--- src/rtl/rep_pixel_ctrl_pkg.sv ---
// Shared definitions for the pixel-replication scaler sequencer: zoom codes,
// FSM states and default frame geometry.
package rep_pixel_ctrl_pkg;

  localparam int unsigned DEF_DST_W  = 320;
  localparam int unsigned DEF_DST_H  = 240;
  localparam int unsigned DEF_PIX_W  = 8;
  localparam int unsigned DEF_ADDR_W = 17;

  localparam logic [1:0] Z1X  = 2'b00;
  localparam logic [1:0] Z2X  = 2'b01;
  localparam logic [1:0] Z4X  = 2'b10;
  localparam logic [1:0] ZILL = 2'b11;

  typedef enum logic [1:0] {
    ST_IDLE  = 2'd0,
    ST_RUN   = 2'd1,
    ST_FLUSH = 2'd2,
    ST_DONE  = 2'd3
  } state_e;

  // Mask of the low shift bits of y; a source row starts when they are all zero.
  function automatic logic [1:0] low_mask(input logic [1:0] s);
    logic [1:0] m;
    m = 2'b00;
    case (s)
      Z1X:     m = 2'b00;
      Z2X:     m = 2'b01;
      Z4X:     m = 2'b11;
      default: m = 2'b00;
    endcase
    return m;
  endfunction

endpackage

--- src/rtl/rep_addr_gen.sv ---
// Raster walker for the replication scaler: x/y counters, source row base,
// destination index and last-pixel flag. Source address built without a multiplier.
module rep_addr_gen
  import rep_pixel_ctrl_pkg::*;
#(
  parameter int unsigned DST_W  = DEF_DST_W,
  parameter int unsigned DST_H  = DEF_DST_H,
  parameter int unsigned ADDR_W = DEF_ADDR_W
) (
  input  logic              clk,
  input  logic              reset,
  input  logic              clear,
  input  logic              advance,
  input  logic [1:0]        shift,
  output logic [ADDR_W-1:0] src_addr,
  output logic [ADDR_W-1:0] dst_idx,
  output logic              last
);

  localparam int unsigned X_W = (DST_W > 1) ? $clog2(DST_W) : 1;
  localparam int unsigned Y_W = (DST_H > 1) ? $clog2(DST_H) : 1;

  logic [X_W-1:0]    x, x_n;
  logic [Y_W-1:0]    y, y_n;
  logic [ADDR_W-1:0] row_base, row_base_n;
  logic [ADDR_W-1:0] dst_idx_n, src_addr_n, sw;
  logic              last_n;

  // Next raster position; the counters park on the final pixel so src_addr holds.
  always_comb begin
    x_n        = x;
    y_n        = y;
    row_base_n = row_base;
    dst_idx_n  = dst_idx;
    sw         = ADDR_W'(DST_W) >> shift;
    if (advance && !last) begin
      dst_idx_n = dst_idx + ADDR_W'(1);
      if (x == X_W'(DST_W - 1)) begin
        x_n = '0;
        y_n = y + Y_W'(1);
        if ((y_n & Y_W'(low_mask(shift))) == '0) begin
          row_base_n = row_base + sw;
        end
      end else begin
        x_n = x + X_W'(1);
      end
    end
    src_addr_n = row_base_n + ADDR_W'(x_n >> shift);
    last_n     = (x_n == X_W'(DST_W - 1)) && (y_n == Y_W'(DST_H - 1));
  end

  always_ff @(posedge clk) begin
    if (reset || clear) begin
      x        <= '0;
      y        <= '0;
      row_base <= '0;
      dst_idx  <= '0;
      src_addr <= '0;
      last     <= 1'b0;
    end else begin
      x        <= x_n;
      y        <= y_n;
      row_base <= row_base_n;
      dst_idx  <= dst_idx_n;
      src_addr <= src_addr_n;
      last     <= last_n;
    end
  end

endmodule

--- src/rtl/rep_pixel_ctrl.sv ---
// Pixel-replication scaler sequencer: start/busy/done control FSM and the
// one-stage write pipeline from source read port to destination frame buffer.
module rep_pixel_ctrl
  import rep_pixel_ctrl_pkg::*;
#(
  parameter int unsigned DST_W  = DEF_DST_W,
  parameter int unsigned DST_H  = DEF_DST_H,
  parameter int unsigned PIX_W  = DEF_PIX_W,
  parameter int unsigned ADDR_W = DEF_ADDR_W
) (
  input  logic              clk,
  input  logic              reset,
  input  logic              start,
  input  logic [1:0]        factor,
  input  logic              abort,
  output logic              busy,
  output logic              done,
  output logic              err,
  output logic [ADDR_W-1:0] src_addr,
  input  logic [PIX_W-1:0]  src_data,
  output logic [ADDR_W-1:0] dst_addr,
  output logic [PIX_W-1:0]  dst_data,
  output logic              dst_we
);

  state_e            state;
  logic [1:0]        shift;
  logic [ADDR_W-1:0] dst_idx;
  logic              gen_last;
  logic              gen_clear_c;
  logic              gen_adv_c;

  assign gen_clear_c = (state == ST_IDLE) && start && (factor != ZILL);
  assign gen_adv_c   = (state == ST_RUN) && !abort;

  rep_addr_gen #(
    .DST_W  (DST_W),
    .DST_H  (DST_H),
    .ADDR_W (ADDR_W)
  ) u_addr_gen (
    .clk      (clk),
    .reset    (reset),
    .clear    (gen_clear_c),
    .advance  (gen_adv_c),
    .shift    (shift),
    .src_addr (src_addr),
    .dst_idx  (dst_idx),
    .last     (gen_last)
  );

  // Read data arrives the cycle the write is presented, so it passes straight
  // through, gated to zero whenever no write is in flight.
  assign dst_data = dst_we ? src_data : '0;

  always_ff @(posedge clk) begin
    if (reset) begin
      state    <= ST_IDLE;
      shift    <= Z1X;
      busy     <= 1'b0;
      done     <= 1'b0;
      err      <= 1'b0;
      dst_we   <= 1'b0;
      dst_addr <= '0;
    end else begin
      done   <= 1'b0;
      err    <= 1'b0;
      dst_we <= 1'b0;
      case (state)
        ST_IDLE: begin
          if (start) begin
            if (factor == ZILL) begin
              err <= 1'b1;
            end else begin
              shift <= factor;
              busy  <= 1'b1;
              state <= ST_RUN;
            end
          end
        end
        ST_RUN: begin
          if (abort) begin
            busy  <= 1'b0;
            state <= ST_IDLE;
          end else begin
            dst_we   <= 1'b1;
            dst_addr <= dst_idx;
            if (gen_last) begin
              state <= ST_FLUSH;
            end
          end
        end
        ST_FLUSH: begin
          busy <= 1'b0;
          if (abort) begin
            state <= ST_IDLE;
          end else begin
            done  <= 1'b1;
            state <= ST_DONE;
          end
        end
        ST_DONE: begin
          state <= ST_IDLE;
        end
        default: begin
          busy  <= 1'b0;
          state <= ST_IDLE;
        end
      endcase
    end
  end

endmodule
--- config.mk ---
export PLATFORM = sky130hd
export DESIGN_NAME = rep_pixel_ctrl
export DESIGN_NICKNAME = d
export VERILOG_FILES = /design/src/rtl/rep_pixel_ctrl_pkg.sv /design/src/rtl/rep_addr_gen.sv /design/src/rtl/rep_pixel_ctrl.sv
export SDC_FILE = /design/constraint.sdc
export NUM_CORES = 1
export LEC_CHECK = 0
export BUFFER_PORTS_ARGS = -buffer_cell sky130_fd_sc_hd__buf_2
export CORE_MARGIN = 2
export CORE_UTILIZATION = 25
export DETAILED_ROUTE_END_ITERATION = 7
export HOLD_SLACK_MARGIN = 0.05
export MAX_ROUTING_LAYER = met4
export PLACE_DENSITY = 0.45
export SYNTH_ARGS = -nofsm -noshare
export SYNTH_HDL_FRONTEND = slang
export SYNTH_SLANG_ARGS = --single-unit
--- constraint.sdc ---
create_clock -name clk -period 5.6 [get_ports clk]
set_clock_uncertainty 0.05 [all_clocks]
set_input_delay 0.28 -clock clk [delete_from_list [all_inputs] [get_ports clk]]
set_output_delay 0.28 -clock clk [all_outputs]
set_load 0.01 [all_outputs]
==> results of run 1 <==
[power by group]
part	total [µW]	switching [µW]	leakage (µW)	internal [µW]
Clock	623	304	0.000150	318
Sequential	663	8.33	0.000734	655
Combinational	120	79.3	0.00133	40.3
[area by class of cell]
cell class / count / area, µm² / share of cell area
Clock buffer: 9 / 225 / 0.0406
Multi-Input combinational cell: 442 / 2740 / 0.494
Tap cell: 234 / 293 / 0.0528
Timing Repair Buffer: 64 / 333 / 0.0600
Sequential cell: 91 / 1820 / 0.328
Inverter: 14 / 52.6 / 0.00947
Clock inverter: 7 / 81.3 / 0.0147
[path summary, 6_finish.rpt]
path / start / end / cells after the start
setup / recovery: shift[1] / u_addr_gen.src_addr[16] / 15
hold / removal: start / err / 3
setup reg to reg: shift[1] / u_addr_gen.src_addr[16] / 15
hold reg to reg: dst_addr[4] / dst_addr[4] / 2
[worst register-to-register path: stages (launching register included)]
cell and delay, ps:
dfxtp_1 710, inv_1 270, ha_1 340, inv_1 30, o21ai_0 320, or2_0 500, o21ai_0 230, ha_1 400
a21o_1 150, a21o_1 110, a21o_1 150, or3_1 110, a31oi_1 40, or4_1 690, nor4_4 270, mux2_1 340
[synth_stat cells (all sizes together) (2+ instances only)]
| cell | instances | area, µm² |
|---|---|---|
| a2111oi | 2 | 17.5 |
| a211oi | 7 | 52.6 |
| a21boi | 2 | 15.0 |
| a21o | 9 | 67.6 |
| a21oi | 27 | 135 |
| a31oi | 6 | 37.5 |
| and2 | 22 | 140 |
| and3 | 8 | 50.1 |
| and4 | 3 | 26.3 |
| buf | 3 | 12.5 |
| clkbuf | 22 | 83.8 |
| dfxtp | 91 | 1820 |
| ha | 25 | 313 |
| inv | 14 | 52.6 |
| mux2 | 5 | 56.3 |
| mux2i | 4 | 40.0 |
| nand2 | 76 | 285 |
| nand2b | 3 | 18.8 |
| nand3 | 19 | 95.1 |
| nand3b | 2 | 15.0 |
| nand4 | 6 | 37.5 |
| nor2 | 67 | 251 |
| nor2b | 11 | 68.8 |
| nor3 | 20 | 100 |
| nor4 | 10 | 77.6 |
| o2111a | 2 | 22.5 |
| o211ai | 3 | 22.5 |
| o21a | 5 | 37.5 |
| o21ai | 21 | 105 |
| o21bai | 2 | 15.0 |
| o31ai | 5 | 37.5 |
| or2 | 3 | 18.8 |
| or3 | 5 | 31.3 |
| or3b | 2 | 20.0 |
| or4 | 4 | 33.8 |
| xnor2 | 22 | 193 |
| xor2 | 22 | 193 |
[layer usage]
layer / track usage / wire [µm] / vias up
met4: 0.0389 / 169 / 0
met3: 0.0294 / 367 / 11
met5: - / 0 / -
met1: 0.158 / 5740 / 1906
met2: 0.205 / 5720 / 49
li1: - / - / 2077
[registers in the layout (all words and copies together), names as in the netlist, 2 cells and up]
| register | count |
|---|---|
| state | 2 |
| dst_addr | 17 |
| u_addr_gen.x | 9 |
| u_addr_gen.y | 8 |
| u_addr_gen.src_addr | 17 |
| shift | 2 |
| u_addr_gen.row_base | 14 |
| u_addr_gen.dst_idx | 17 |
[cell families after synthesis]
kind of cell | synth area share
buffers and inverters | 0.0316
XOR/XNOR | 0.0818
other | 0.000796
AND/OR/NAND/NOR | 0.274
adder cells (fa/ha/maj) | 0.0706
AO/OA/AOI/OAI | 0.134
flip-flops | 0.387
multiplexers | 0.0204
[through the flow]
stage / hold WS [ps] / cell area [µm²] / std cells / util
floorplan: 394 / 4710 / 572 / -
global placement: 393 / 5240 / 845 / 0.282
detailed placement: 398 / 5240 / 845 / 0.282
CTS: 174 / 5550 / 861 / 0.299
global route: 196 / 5550 / 861 / 0.299
finish: 184 / 5550 / 861 / 0.299
==> flow_metrics.env, run 1 <==
export IMPL_insertion_delay_ps=360
export IMPL_start_util=0.254
export IMPL_yosysUniqueCellTypes=57
export IMPL_drcViolationCount=0
export IMPL_dp_slack_ps=728
export IMPL_crit_top_cell="a21o_1"
export IMPL_syn2layout_area_growth_pct=17.7
export IMPL_crit_chain="inv_1 > ha_1 > inv_1 > o21ai_0 > or2_0 > o21ai_0 > ha_1 > a21o_1 > a21o_1 > a21o_1 > or3_1 > a31oi_1 > or4_1 > nor4_4 > mux2_1"
export IMPL_n_fill_cell=1915
export IMPL_synth_warnings=0
export IMPL_period_needed_ps=4820
export IMPL_async_reset_ff_frac=0
export IMPL_startpoint_type="flip-flop"
export IMPL_grt_pass1_wl_um=19800
export IMPL_num_rows=50
export IMPL_h_tree_depth=3
export IMPL_final_cell_mix="91 x dfxtp_1, 76 x nand2_1, 67 x nor2_1"
export IMPL_dp_hpwl_um=8900
export IMPL_grt_max_degree=34
export IMPL_synth_area_um2=4710
export IMPL_dr_pass1_iters=4
export IMPL_holdBufCountCts=0
export IMPL_worst_slack_ps=784
export IMPL_synth_edf_count=0
export IMPL_synth_ff_type="dfxtp_1"
export IMPL_final_max_slew_viol_count=0
export IMPL_ctsResizeCount=0
export IMPL_maxSlewHeadroom=0.310
export IMPL_cap_violations=0
export IMPL_p_leak_uw=0.00221
export IMPL_drive_above_1_share=0.147
export IMPL_final_common_cell="dfxtp_1"
export IMPL_vias=4043
export IMPL_fin_nets=662
export IMPL_synth_nets=612
export IMPL_finalSetupTns_ps=0
export IMPL_drtAntennaViolNets=0
export IMPL_synthCells=572
export IMPL_drt_iter0_drc=256
export IMPL_viasPerCell=4.70
export IMPL_endpoint_kind="flip-flop"
export IMPL_grt_pass1_vias=3916
export IMPL_slowest_stage="dfxtp_1"
export IMPL_cp_max_fo=20
export IMPL_crit_arrival_ps=5010
export IMPL_regToRegSetupSlack_ps=780
export IMPL_cp_top_family="simple AND/OR/NAND/NOR gates"
export IMPL_antenna_found_initial=0
export IMPL_syn_avg_cell_area_um2=8.24
export IMPL_tightestPinTransition_ps=1030
export IMPL_track_usage=0.127
export IMPL_n_antenna_cell=0
export IMPL_hold_viol_final=0
export IMPL_p_per_area_nw_per_um2=253
export IMPL_cts_max_path_buffers=2
export IMPL_hp_class="input port to flip-flop"
export IMPL_total_power_uw=1410
export IMPL_grt_ovfl_total=0
export IMPL_core_area_um2=18600
export IMPL_seq_area_frac_synth=0.387
export IMPL_worstSetupPathType="flip-flop to flip-flop"
export IMPL_fmax_mhz=208
export IMPL_crit_required_ps=5790
export IMPL_wirelength_um=12000
export IMPL_rsz0062_at_grt="false"
export IMPL_cts_tree="done"
export IMPL_numClockSinks=91
export IMPL_clk_pin_slew_ps=70
export IMPL_cts_setup_buffers=0
export IMPL_critPathBufInv=2
export IMPL_ios=60
export IMPL_setup_viol=0
export IMPL_dieArea_um2=20000
export IMPL_cts_buffers_inserted=9
export IMPL_max_stage_delay_ps=710
export IMPL_ir_drop_uv=141
export IMPL_die_y_um=141
export IMPL_synth_seq_cells=91
export IMPL_die_x_um=141
export IMPL_numPortBuffers=59
export IMPL_gp_congestion=0.852
export IMPL_cts_root_buffer="clkbuf_16"
export IMPL_wl_per_cell_um=13.9
export IMPL_status="finished, final reports clean"
export IMPL_post_route_period_util=0.860
Power figures use the tool's default switching activity.
==> run 2: changes to the inputs <==
==> constraint.sdc (replaced) <==
create_clock -name clk -period 5.77 [get_ports clk]
set_clock_uncertainty 0.05 [all_clocks]
set_input_delay 0.2885 -clock clk [delete_from_list [all_inputs] [get_ports clk]]
set_output_delay 0.2885 -clock clk [all_outputs]
set_load 0.01 [all_outputs]
==> flow_metrics.env, run 2 (synthesis results as in run 1) <==
export IMPL_tightestPinTransition_ps=1010
export IMPL_cts_buffers_inserted=9
export IMPL_max_stage_delay_ps=730
export IMPL_combPwrFrac=0.084
export IMPL_p_per_area_nw_per_um2=251
export IMPL_internal_power_uw=1020
export IMPL_h_tree_depth=3
export IMPL_grt_ovfl_total=0
export IMPL_switching_power_uw=371
export IMPL_seqPwrFrac=0.462
export IMPL_track_usage=0.127
export IMPL_drcViolationCount=0
export IMPL_antenna_found_initial=0
export IMPL_final_common_cell="dfxtp_1"
export IMPL_highest_layer="met4"
export IMPL_num_rows=50
export IMPL_fin_util=0.299
export IMPL_grt_pass1_wl_um=19800
export IMPL_hold_viol_final=0
export IMPL_post_route_period_util=0.876
export IMPL_crit_top_cell="a21o_1"
export IMPL_setup_viol=0
export IMPL_wirelength_um=11900
export IMPL_p_leak_uw=0.00221
export IMPL_clk_pin_slew_ps=70
export IMPL_slowest_stage="dfxtp_1"
export IMPL_syn2layout_area_growth_pct=17.7
export IMPL_gp_congestion=0.801
export IMPL_fin_hold_ws_ps=199
export IMPL_core_area_um2=18600
export IMPL_rsz0062_at_grt="false"
export IMPL_final_cell_mix="91 x dfxtp_1, 76 x nand2_1, 67 x nor2_1"
export IMPL_cts_setup_buffers=0
export IMPL_pwr_share_clk=0.455
export IMPL_numClockSinks=91
export IMPL_die_y_um=141
export IMPL_largest_registers="dst_addr x17, u_addr_gen.dst_idx x17, u_addr_gen.src_addr x17"
export IMPL_fmax_mhz=198
export IMPL_cp_max_fo=20
export IMPL_endpoint_kind="flip-flop"
export IMPL_numPortBuffers=59
export IMPL_hp_class="input port to flip-flop"
export IMPL_crit_chain="inv_1 > ha_1 > inv_1 > o21ai_0 > or2_0 > o21ai_0 > ha_1 > a21o_1 > a21o_1 > a21o_1 > or3_1 > a31oi_1 > or4_1 > nor4_4 > mux2_1"
export IMPL_dp_hpwl_um=8820
export IMPL_die_x_um=141
export IMPL_cap_violations=0
export IMPL_cts_tree="done"
export IMPL_regToRegSetupSlack_ps=720
export IMPL_final_max_slew_viol_count=0
export IMPL_dieArea_um2=20000
export IMPL_wl_per_cell_um=13.8
export IMPL_grt_max_degree=34
export IMPL_p_sw_frac=0.266
export IMPL_insertion_delay_ps=350
export IMPL_vias=4033
export IMPL_cts_root_buffer="clkbuf_16"
export IMPL_finalSetupTns_ps=0
export IMPL_worstSetupPathType="flip-flop to flip-flop"
export IMPL_crit_arrival_ps=5250
export IMPL_wl_met2_um=5630
export IMPL_ir_drop_uv=161
export IMPL_drtAntennaViolNets=0
export IMPL_dr_pass1_iters=4
export IMPL_total_power_uw=1390
export IMPL_cts_max_path_buffers=2
export IMPL_startpoint_type="flip-flop"
export IMPL_holdBufCountCts=0
export IMPL_ctsResizeCount=0
export IMPL_period_needed_ps=5050
export IMPL_ios=60
export IMPL_drive_above_1_share=0.145
export IMPL_start_util=0.254
export IMPL_status="finished, final reports clean"
export IMPL_viasPerCell=4.69
export IMPL_crit_required_ps=5960
export IMPL_wl_met3_um=265
export IMPL_fin_nets=661
export IMPL_grt_pass1_vias=3985
export IMPL_drt_met1_wl_um=5780
export IMPL_drt_iter0_drc=197
export IMPL_maxSlewHeadroom=0.327
export IMPL_n_antenna_cell=0
[run 2: cell types whose count changed in the layout (fill, tap and decap cells not counted), sizes merged]
cell / before / now
clkinvlp: 0 / 1
buf: 64 / 63
bufinv: 0 / 1
inv: 17 / 19
clkinv: 4 / 0
[run 2: worst paths after layout]
check	startpoint	to	cells after the start
setup / recovery	shift[1]	u_addr_gen.src_addr[16]	15
hold / removal	factor[0]	err	3
setup reg to reg	shift[1]	u_addr_gen.src_addr[16]	15
hold reg to reg	dst_addr[14]	dst_addr[14]	2
[run 2: through the flow]
| stage | std cells | instance area [µm²] | worst slack, ps |
|---|---|---|---|
| finish | 860 | 5550 | 718 |
| global route | 860 | 5550 | 197 |
| CTS | 860 | 5550 | 697 |
| detailed placement | 844 | 5240 | 698 |
| global placement | 844 | 5240 | 930 |
| floorplan | 572 | 4710 | 1540 |
[run 2: power by group through the flow]
stage               combinational (µW)  clock, µW  sequential [µW]
finish                             117        634              644
floorplan                         79.4          0              658
global route                       132        679              645
global placement                   116          0              658
CTS                                118        651              644
detailed placement                 117          0              658
[run 2: worst max-delay path, delay by kind of cell (launching register included)]
family | cells | cell delay, ps
adders and majority gates | 2 | 750
buffers and inverters | 2 | 290
and+or+nand+nor | 4 | 1770
AOI/OAI and AO/OA | 6 | 990
muxes | 1 | 340
DFF | 1 | 730
[run 2: layout make-up]
| type | count | area [µm²] |
|---|---|---|
| tap | 234 | 293 |
| fill | 1968 | 13000 |
| clock inverter | 7 | 88.8 |
| multi-input combinational | 442 | 2740 |
| sequential | 91 | 1820 |
| clock buffer | 9 | 225 |
| inverter | 14 | 52.6 |
| timing repair buffer | 63 | 325 |
[run 2: routing by layer]
layer | track usage | up-vias
li1 | - | 2069
met1 | 0.161 | 1899
met2 | 0.202 | 51
met3 | 0.0240 | 14
met4 | 0.0484 | 0
met5 | - | -
